**src/rtl/alu_arb_if.sv**
```systemverilog
// ---------------------------------------------------------------------------
// alu_arb_if
//
// Requester-side bundle for alu_arb. It carries two request channels
// (valid/ready plus ALU operands) and two response channels
// (valid/ready plus captured result and zero flag).
//
// Parameters:
//   W : operand/result width, matching the shared alu32
//
// Modports:
//   master : requester side (drives requests, consumes responses)
//   slave  : arbiter side (accepts requests, presents responses)
// ---------------------------------------------------------------------------
interface alu_arb_if #(
  parameter int W = 32
);

  // Request channels
  logic         req0_valid;
  logic         req1_valid;
  logic         req0_ready;
  logic         req1_ready;
  logic [W-1:0] req0_srca;
  logic [W-1:0] req1_srca;
  logic [W-1:0] req0_srcb;
  logic [W-1:0] req1_srcb;
  logic [3:0]   req0_ctrl;
  logic [3:0]   req1_ctrl;
  logic [4:0]   req0_shamt;
  logic [4:0]   req1_shamt;

  // Response channels
  logic         rsp0_valid;
  logic         rsp1_valid;
  logic         rsp0_ready;
  logic         rsp1_ready;
  logic [W-1:0] rsp0_data;
  logic [W-1:0] rsp1_data;
  logic         rsp0_zero;
  logic         rsp1_zero;

  modport master (
    output req0_valid, req1_valid,
    output req0_srca,  req1_srca,
    output req0_srcb,  req1_srcb,
    output req0_ctrl,  req1_ctrl,
    output req0_shamt, req1_shamt,
    input  req0_ready, req1_ready,
    input  rsp0_valid, rsp1_valid,
    input  rsp0_data,  rsp1_data,
    input  rsp0_zero,  rsp1_zero,
    output rsp0_ready, rsp1_ready
  );

  modport slave (
    input  req0_valid, req1_valid,
    input  req0_srca,  req1_srca,
    input  req0_srcb,  req1_srcb,
    input  req0_ctrl,  req1_ctrl,
    input  req0_shamt, req1_shamt,
    output req0_ready, req1_ready,
    output rsp0_valid, rsp1_valid,
    output rsp0_data,  rsp1_data,
    output rsp0_zero,  rsp1_zero,
    input  rsp0_ready, rsp1_ready
  );

endinterface : alu_arb_if

```
**src/rtl/alu_arb.sv**
```systemverilog
// ---------------------------------------------------------------------------
// alu_arb
//
// Two-requester arbiter in front of one combinational alu32. Each cycle at
// most one request is routed to the ALU. Its result is captured in a
// single-entry response slot and returned on the owner's response channel
// the following cycle. The slot can drain and refill in the same cycle, so
// one op per cycle is sustained while the consumer keeps rsp_ready high.
//
// Configuration macro:
//   ALU_ARB_RR_EN : defined   -> round-robin tie break (pointer register)
//                   undefined -> fixed priority, req0 wins every tie
//
// Ports:
//   clk         : sole clock, rising edge
//   reset       : asynchronous, active-high; clears all state
//   bus         : alu_arb_if.slave, two request and two response channels
//   alu_srca    : operand A to alu32 (0 when nothing is granted)
//   alu_srcb    : operand B to alu32 (0 when nothing is granted)
//   alu_control : control code to alu32 (0 when nothing is granted)
//   alu_shamt   : shift amount to alu32 (0 when nothing is granted)
//   alu_out     : result from alu32
//   alu_zero    : zero flag from alu32
// ---------------------------------------------------------------------------
module alu_arb #(
  parameter int W = 32
) (
  input  logic         clk,
  input  logic         reset,
  alu_arb_if.slave     bus,
  output logic [W-1:0] alu_srca,
  output logic [W-1:0] alu_srcb,
  output logic [3:0]   alu_control,
  output logic [4:0]   alu_shamt,
  input  logic [W-1:0] alu_out,
  input  logic         alu_zero
);

  // -------------------------------------------------------------------------
  // Response slot state
  // -------------------------------------------------------------------------
  logic         full_q,  full_d;
  logic         owner_q, owner_d;
  logic [W-1:0] data_q,  data_d;
  logic         zero_q,  zero_d;

`ifdef ALU_ARB_RR_EN
  // Index of the most recently granted requester; ties go to the other one.
  logic         ptr_q,   ptr_d;
`endif

  // -------------------------------------------------------------------------
  // Slot availability
  // -------------------------------------------------------------------------
  logic owner_ready;
  logic free;

  // Only the owner's rsp_ready can drain the slot; the other one is ignored.
  assign owner_ready = owner_q ? bus.rsp1_ready : bus.rsp0_ready;
  assign free        = !full_q || owner_ready;

  // -------------------------------------------------------------------------
  // Arbitration
  // -------------------------------------------------------------------------
  logic grant_vld;
  logic grant_idx;

  // NOTE: every signal assigned in an always_comb gets a default at the top
  // of the block; a path that leaves one unassigned would infer a latch.
  always_comb begin
    grant_vld = 1'b0;
    grant_idx = 1'b0;
    if (free) begin
      if (bus.req0_valid && bus.req1_valid) begin
        grant_vld = 1'b1;
`ifdef ALU_ARB_RR_EN
        grant_idx = ~ptr_q;
`else
        grant_idx = 1'b0;
`endif
      end else if (bus.req0_valid) begin
        grant_vld = 1'b1;
        grant_idx = 1'b0;
      end else if (bus.req1_valid) begin
        grant_vld = 1'b1;
        grant_idx = 1'b1;
      end
    end
  end

  // A grant is only ever issued to a valid requester while the slot is free,
  // so ready doubles as the accept strobe.
  assign bus.req0_ready = grant_vld && !grant_idx;
  assign bus.req1_ready = grant_vld &&  grant_idx;

  // -------------------------------------------------------------------------
  // ALU operand mux
  // -------------------------------------------------------------------------
  always_comb begin
    alu_srca    = '0;
    alu_srcb    = '0;
    alu_control = '0;
    alu_shamt   = '0;
    if (grant_vld) begin
      if (grant_idx) begin
        alu_srca    = bus.req1_srca;
        alu_srcb    = bus.req1_srcb;
        alu_control = bus.req1_ctrl;
        alu_shamt   = bus.req1_shamt;
      end else begin
        alu_srca    = bus.req0_srca;
        alu_srcb    = bus.req0_srcb;
        alu_control = bus.req0_ctrl;
        alu_shamt   = bus.req0_shamt;
      end
    end
  end

  // -------------------------------------------------------------------------
  // Slot next state
  // -------------------------------------------------------------------------
  always_comb begin
    full_d  = full_q;
    owner_d = owner_q;
    data_d  = data_q;
    zero_d  = zero_q;
    if (grant_vld) begin
      // Accept (possibly in the same cycle as a drain): load the new result.
      full_d  = 1'b1;
      owner_d = grant_idx;
      data_d  = alu_out;
      zero_d  = alu_zero;
    end else if (full_q && owner_ready) begin
      // Drain only: data and zero keep their last values.
      full_d  = 1'b0;
    end
  end

`ifdef ALU_ARB_RR_EN
  always_comb begin
    ptr_d = ptr_q;
    if (grant_vld) begin
      ptr_d = grant_idx;
    end
  end
`endif

  // -------------------------------------------------------------------------
  // State registers
  // -------------------------------------------------------------------------
  // NOTE: sequential state uses non-blocking assignments only, so every
  // register samples its _d value from before the clock edge.
  // NOTE: data and zero are reset as well as full, so rsp*_data/rsp*_zero
  // read 0 out of reset instead of X.
  always_ff @(posedge clk or posedge reset) begin
    if (reset) begin
      full_q  <= 1'b0;
      owner_q <= 1'b0;
      data_q  <= '0;
      zero_q  <= 1'b0;
    end else begin
      full_q  <= full_d;
      owner_q <= owner_d;
      data_q  <= data_d;
      zero_q  <= zero_d;
    end
  end

`ifdef ALU_ARB_RR_EN
  // Pointer resets to 1 so that req0 wins the first tie.
  always_ff @(posedge clk or posedge reset) begin
    if (reset) begin
      ptr_q <= 1'b1;
    end else begin
      ptr_q <= ptr_d;
    end
  end
`endif

  // -------------------------------------------------------------------------
  // Response outputs: both ports show the slot, only the owner sees valid
  // -------------------------------------------------------------------------
  assign bus.rsp0_valid = full_q && !owner_q;
  assign bus.rsp1_valid = full_q &&  owner_q;
  assign bus.rsp0_data  = data_q;
  assign bus.rsp1_data  = data_q;
  assign bus.rsp0_zero  = zero_q;
  assign bus.rsp1_zero  = zero_q;

endmodule : alu_arb

```
**src/flat_wrapper.sv**
```systemverilog
// flat-port wrapper written by rule: the top's interface ports become plain ports
module alu_arb_flat 
#(
  parameter int W = 32
)
  (clk, reset, alu_srca, alu_srcb, alu_control, alu_shamt, alu_out, alu_zero, bus_req0_valid, bus_req1_valid, bus_req0_srca, bus_req1_srca, bus_req0_srcb, bus_req1_srcb, bus_req0_ctrl, bus_req1_ctrl, bus_req0_shamt, bus_req1_shamt, bus_req0_ready, bus_req1_ready, bus_rsp0_valid, bus_rsp1_valid, bus_rsp0_data, bus_rsp1_data, bus_rsp0_zero, bus_rsp1_zero, bus_rsp0_ready, bus_rsp1_ready);
  alu_arb_if #(.W(W)) bus_i ();
  input  logic clk;
  input  logic reset;
  output logic [W-1:0] alu_srca;
  output logic [W-1:0] alu_srcb;
  output logic [3:0] alu_control;
  output logic [4:0] alu_shamt;
  input  logic [W-1:0] alu_out;
  input  logic alu_zero;
  input wire logic [$bits(bus_i.req0_valid)-1:0] bus_req0_valid;
  input wire logic [$bits(bus_i.req1_valid)-1:0] bus_req1_valid;
  input wire logic [$bits(bus_i.req0_srca)-1:0] bus_req0_srca;
  input wire logic [$bits(bus_i.req1_srca)-1:0] bus_req1_srca;
  input wire logic [$bits(bus_i.req0_srcb)-1:0] bus_req0_srcb;
  input wire logic [$bits(bus_i.req1_srcb)-1:0] bus_req1_srcb;
  input wire logic [$bits(bus_i.req0_ctrl)-1:0] bus_req0_ctrl;
  input wire logic [$bits(bus_i.req1_ctrl)-1:0] bus_req1_ctrl;
  input wire logic [$bits(bus_i.req0_shamt)-1:0] bus_req0_shamt;
  input wire logic [$bits(bus_i.req1_shamt)-1:0] bus_req1_shamt;
  output wire logic [$bits(bus_i.req0_ready)-1:0] bus_req0_ready;
  output wire logic [$bits(bus_i.req1_ready)-1:0] bus_req1_ready;
  output wire logic [$bits(bus_i.rsp0_valid)-1:0] bus_rsp0_valid;
  output wire logic [$bits(bus_i.rsp1_valid)-1:0] bus_rsp1_valid;
  output wire logic [$bits(bus_i.rsp0_data)-1:0] bus_rsp0_data;
  output wire logic [$bits(bus_i.rsp1_data)-1:0] bus_rsp1_data;
  output wire logic [$bits(bus_i.rsp0_zero)-1:0] bus_rsp0_zero;
  output wire logic [$bits(bus_i.rsp1_zero)-1:0] bus_rsp1_zero;
  input wire logic [$bits(bus_i.rsp0_ready)-1:0] bus_rsp0_ready;
  input wire logic [$bits(bus_i.rsp1_ready)-1:0] bus_rsp1_ready;
  assign bus_i.req0_valid = bus_req0_valid;
  assign bus_i.req1_valid = bus_req1_valid;
  assign bus_i.req0_srca = bus_req0_srca;
  assign bus_i.req1_srca = bus_req1_srca;
  assign bus_i.req0_srcb = bus_req0_srcb;
  assign bus_i.req1_srcb = bus_req1_srcb;
  assign bus_i.req0_ctrl = bus_req0_ctrl;
  assign bus_i.req1_ctrl = bus_req1_ctrl;
  assign bus_i.req0_shamt = bus_req0_shamt;
  assign bus_i.req1_shamt = bus_req1_shamt;
  assign bus_req0_ready = bus_i.req0_ready;
  assign bus_req1_ready = bus_i.req1_ready;
  assign bus_rsp0_valid = bus_i.rsp0_valid;
  assign bus_rsp1_valid = bus_i.rsp1_valid;
  assign bus_rsp0_data = bus_i.rsp0_data;
  assign bus_rsp1_data = bus_i.rsp1_data;
  assign bus_rsp0_zero = bus_i.rsp0_zero;
  assign bus_rsp1_zero = bus_i.rsp1_zero;
  assign bus_i.rsp0_ready = bus_rsp0_ready;
  assign bus_i.rsp1_ready = bus_rsp1_ready;
  alu_arb #(.W(W)) u_core (.clk(clk), .reset(reset), .bus(bus_i), .alu_srca(alu_srca), .alu_srcb(alu_srcb), .alu_control(alu_control), .alu_shamt(alu_shamt), .alu_out(alu_out), .alu_zero(alu_zero));
endmodule
```
**config.mk**
```make
export PLATFORM = sky130hd
export DESIGN_NAME = alu_arb_flat
export DESIGN_NICKNAME = d
export VERILOG_FILES = /design/src/rtl/alu_arb_if.sv /design/src/rtl/alu_arb.sv /design/src/flat_wrapper.sv
export SDC_FILE = /design/constraint.sdc
export NUM_CORES = 1
export LEC_CHECK = 0
export CAP_MARGIN = 10
export CORE_AREA = 8 8 122 124
export DETAILED_ROUTE_END_ITERATION = 7
export DIE_AREA = 0 0 130 132
export GPL_ROUTABILITY_DRIVEN = 0
export MAX_ROUTING_LAYER = met4
export PLACE_DENSITY = 0.67
export SYNTH_ARGS = -nofsm -noshare
export SYNTH_HDL_FRONTEND = slang
export SYNTH_SLANG_ARGS = --single-unit
```
**constraint.sdc**
```tcl
create_clock -name clk -period 3.6 [get_ports clk]
set_input_delay 0.72 -clock clk [delete_from_list [all_inputs] [get_ports clk]]
set_output_delay 0.72 -clock clk [all_outputs]
set_load 0.02 [all_outputs]
```
==> results by stage <==
Global routing:
- The via count of the first global-routing pass is 3135.
- The total overflow left after global routing is 0.
- The first global-routing pass estimated 19310 um of wire.
- The initial antenna violation count is 0.
- Entering global routing, the biggest net connects 76 pins.
- The global-route usage over all layers is 14.99%.

Drt:
- Once detail routing completed, the nets flagged for antenna violations numbered 0.
- The number of design rule violations left after detail routing is 0.
- The detailed route wirelength on metal2 is 7017 um.
- The detailed router used layers up to and including met4.
- The routed layout has 2827 vias.
- The average via count per standard cell is 4.194.
- The number of iterations in the first detailed-routing pass is 5.
- After detailed routing, the average wire length per cell comes to 19.72 um.
- The detailed router's first-iteration violation count is 103.
- The overall routed net length is 13290 um.
- The wire length on met1 is 4859 um.
- Summed over all nets, wire length on met3 after detailed routing comes to 1238 um.

Worst setup path:
- Data on the critical path arrives at its endpoint at 2750 ps.
- The maximum cell stage delay along the critical path is 630 ps.
- STA classifies the critical path startpoint as an input port.
- The reg2reg setup slack is 1750 ps.
- The number of cells on the worst reg-to-reg path is 5.
- The critical path is of the input port to primary output type.
- The worst setup path is captured at a primary output.
- The slowest stage of the critical path is the sky130_fd_sc_hd__clkdlybuf4s50_1 cell.
- The required arrival time at the worst endpoint is 2880 ps.
- Walking the worst path, the cells encountered are clkdlybuf4s50_1 > mux2i_2 > a21oi_4 > buf_12 > a22o_1 > clkdlybuf4s50_1.
- Along the worst path, the maximum fanout reaches 75.
- The startpoint identified for the worst register-to-register timing path is u_core.owner_q.
- The worst register-to-register path ends at u_core.bus.rsp0_data[14].
- The most repeated library cell on the critical path is sky130_fd_sc_hd__clkdlybuf4s50_1.

STA:
- The smallest hold slack is 536.1 ps.
- The final cycle utilization of the critical path is 96.39%.
- The routed design could run at a clock period as short as 3470 ps.
- The hold violation count in the final report is 0.
- The worst-case headroom to the max-slew limit is 36.33%.
- Setup repair after global routing left no endpoint under its margin.
- The post-route clock skew is 6.471 ps.
- The max-slew violation count is 0.
- The final total negative setup slack is 0 ps.
- At the pin with the least slew margin, the transition time is 954.0 ps.
- For this run, the top clock speed supported by timing is 288.2 MHz.
- Setup violations remaining at the end of the flow were counted as 0.

Synth:
- In this run the cell area of the synthesized design comes to 0.002381 mm2.
- The number of nets in the synthesized netlist is 392.
- The sequential area share after synthesis is 36.78%.
- The dominant register cell in the synthesized netlist is sky130_fd_sc_hd__dfrtp_1.
- The number of different library cells in the post-synthesis netlist is 19.
- In this run the biggest area consumer among cell types represents 36.78% of the synthesized area.
- The flip-flop and latch count after synthesis is 35.
- The cell count after synthesis is 207.
- Ranked by instance count, the synthesized netlist is headed by sky130_fd_sc_hd__a22o_1 (73), sky130_fd_sc_hd__buf_4 (43), sky130_fd_sc_hd__dfrtp_1 (35).
- Yosys printed 0 warnings.
- The proportion of synthesized flip-flops having asynchronous set or reset is 100.0%.
- In the post-synthesis netlist, the cell with the most instances is sky130_fd_sc_hd__a22o_1.
- The number of flops mapped to enable cells by yosys is 0.
- By area the synthesized netlist is led by sky130_fd_sc_hd__dfrtp_1 (37%), sky130_fd_sc_hd__a22o_1 (27%), sky130_fd_sc_hd__mux2_2 (15%).
- The cell taking the most area after synthesis is sky130_fd_sc_hd__dfrtp_1.
- The mean instance size in the synthesized netlist is 11.50 um2.

Pwr:
- Summing internal, switching and leakage power gives 0.002364 W.
- Across the VDD grid, the largest voltage drop is 0.0002395 V.
- Summed over all cells, the static leakage comes to 2.236 nW.
- The total power per unit cell area is 410.4 mW/mm2.

Job:
- Max-cap violations in this run came to 0.

Clock tree:
- Counting the buffers created by CTS gives 5.
- In this run, post-CTS hold repair placed 0 buffers.
- The TritonCTS clock tree is done.
- The clock net in this run drives a total of 35 sinks.
- The number of setup buffers added after CTS is 0.
- The H-tree generated during clock tree synthesis spans 2 levels.
- For the worst-skew pair, the clock arrives at the later sink with an insertion delay of 280 ps.
- The buffer depth of the longest clock path is 2.
- The register clock-pin slew on the reported worst setup and hold paths is 60 ps.
- The clock tree root driver cell is sky130_fd_sc_hd__clkbuf_16.
- The number of cells upsized or downsized after cts is 0.

Placement:
- In this run the cell area measured after placement is 0.005588 mm2.
- The half-perimeter wire length after placement is 11470 um.
- Including well taps, the total number of placed cells is 666.
- During placement, the flow inserted port buffers numbering 327.

Hold path:
- The startpoint identified for the worst hold timing path is u_core.bus.rsp0_data[13].
- The worst hold path stage count is 1.
- For hold timing, the worst endpoint is u_core.bus.rsp0_data[13].
- The path class of the tightest hold or removal check is flip-flop to flip-flop.

Floorplanning:
- The effective utilization at floorplan is 18.34%.
- The area of the die is 0.01716 mm2.
- The placeable core region is 0.01298 mm2.
- In this run the horizontal extent of the chip is 130 um.
- During I/O placement, the number of pins put on the boundary was 328.
- The number of core rows is 42.
- From bottom edge to top edge, the die measures 132 um.

Final layout:
- The layout overhead on the synthesized area is 141.9%.
- With fillers left out, the area of the finished cells amounts to 0.005759 mm2.
- The number of nets in the final layout is 682.
- After the flow finishes, the layout carries non-filler instances totaling 674.
- The number of filler cells placed in the layout is 1257.
- The number of diodes is 0.
- The share of post-route cells with drive strength above 1 is 10.44%.

Status:
- The flow ran to the end, and the final reports show no timing, DRC or antenna violations.
[worst max-delay path by stage]
stage	to	depth (start not counted)	slack, ps	start
after floorplan	alu_srca[0]	5	1170	bus_rsp1_ready
after global placement	alu_srcb[25]	6	160	bus_rsp1_ready
after detailed placement	alu_srcb[25]	6	120	bus_rsp1_ready
after CTS	alu_srcb[25]	6	120	bus_rsp1_ready
after global routing	alu_srcb[25]	6	60	bus_rsp1_ready
final	alu_srcb[25]	6	130	bus_rsp1_ready
[flip-flops by register name, indices dropped and copies added, names as in the netlist]
| register | cells |
|---|---|
| u_core.bus.rsp0_zero | 1 |
| u_core.bus.rsp0_data | 32 |
| u_core.owner_q | 1 |
| u_core.full_q | 1 |
[stage by stage]
stage	setup slack (ps)	util, %
after floorplan	1169	-
after global placement	156.4	43.05
after detailed placement	124.5	43.05
after CTS	124.1	44.37
after global routing	62.64	44.37
final	130.1	44.37
[routing by layer]
layer	vias to the layer above	GRT usage [%]
met2	164	27.61
met1	1314	15.38
li1	1335	-
met4	0	3.228
met5	-	-
met3	14	4.086
[critical path, delay by kind of cell]
| family | cells | cell delay [ps] |
|---|---|---|
| buffers and inverters | 3 | 1450 |
| AOI/OAI and AO/OA | 2 | 400 |
| muxes | 1 | 140 |
[cell usage in the layout (no fill, tap or decap), types with 2 or more instances in the layout]
master and instances:
sky130_fd_sc_hd__dfrtp_1 35, sky130_fd_sc_hd__mux2_1 2, sky130_fd_sc_hd__clkbuf_16 5, sky130_fd_sc_hd__nor2_1 2, sky130_fd_sc_hd__nand2_1 2, sky130_fd_sc_hd__inv_1 2
sky130_fd_sc_hd__buf_12 3, sky130_fd_sc_hd__a21oi_4 2, sky130_fd_sc_hd__clkdlybuf4s50_1 326, sky130_fd_sc_hd__a22o_1 73, sky130_fd_sc_hd__buf_4 6, sky130_fd_sc_hd__mux2_2 31
[where the power goes]
group / switching [W] / internal (W)
Clock: 0.000171 / 0.000329
Sequential: 0.0000718 / 0.000476
Combinational: 0.000583 / 0.000734
[final cells by class]
cell class / instances / area, um2 / area share, %
repair buffers: 335 / 3368 / 58.48
multi-input cells: 118 / 1116 / 19.38
flip-flops and latches: 35 / 875.8 / 15.21
well taps: 176 / 220.2 / 3.824
clock buffers: 5 / 125.1 / 2.172
clock inverters: 3 / 46.29 / 0.8038
inverters: 2 / 7.507 / 0.1303
[logic make-up after synthesis]
kind of cell,share of synthesized area (%)
multiplexers,16.18
AO/OA/AOI/OAI,28.59
flip-flops,36.78
AND/OR/NAND/NOR,1.157
buffers and inverters,17.29
Power figures use the tool's default switching activity.
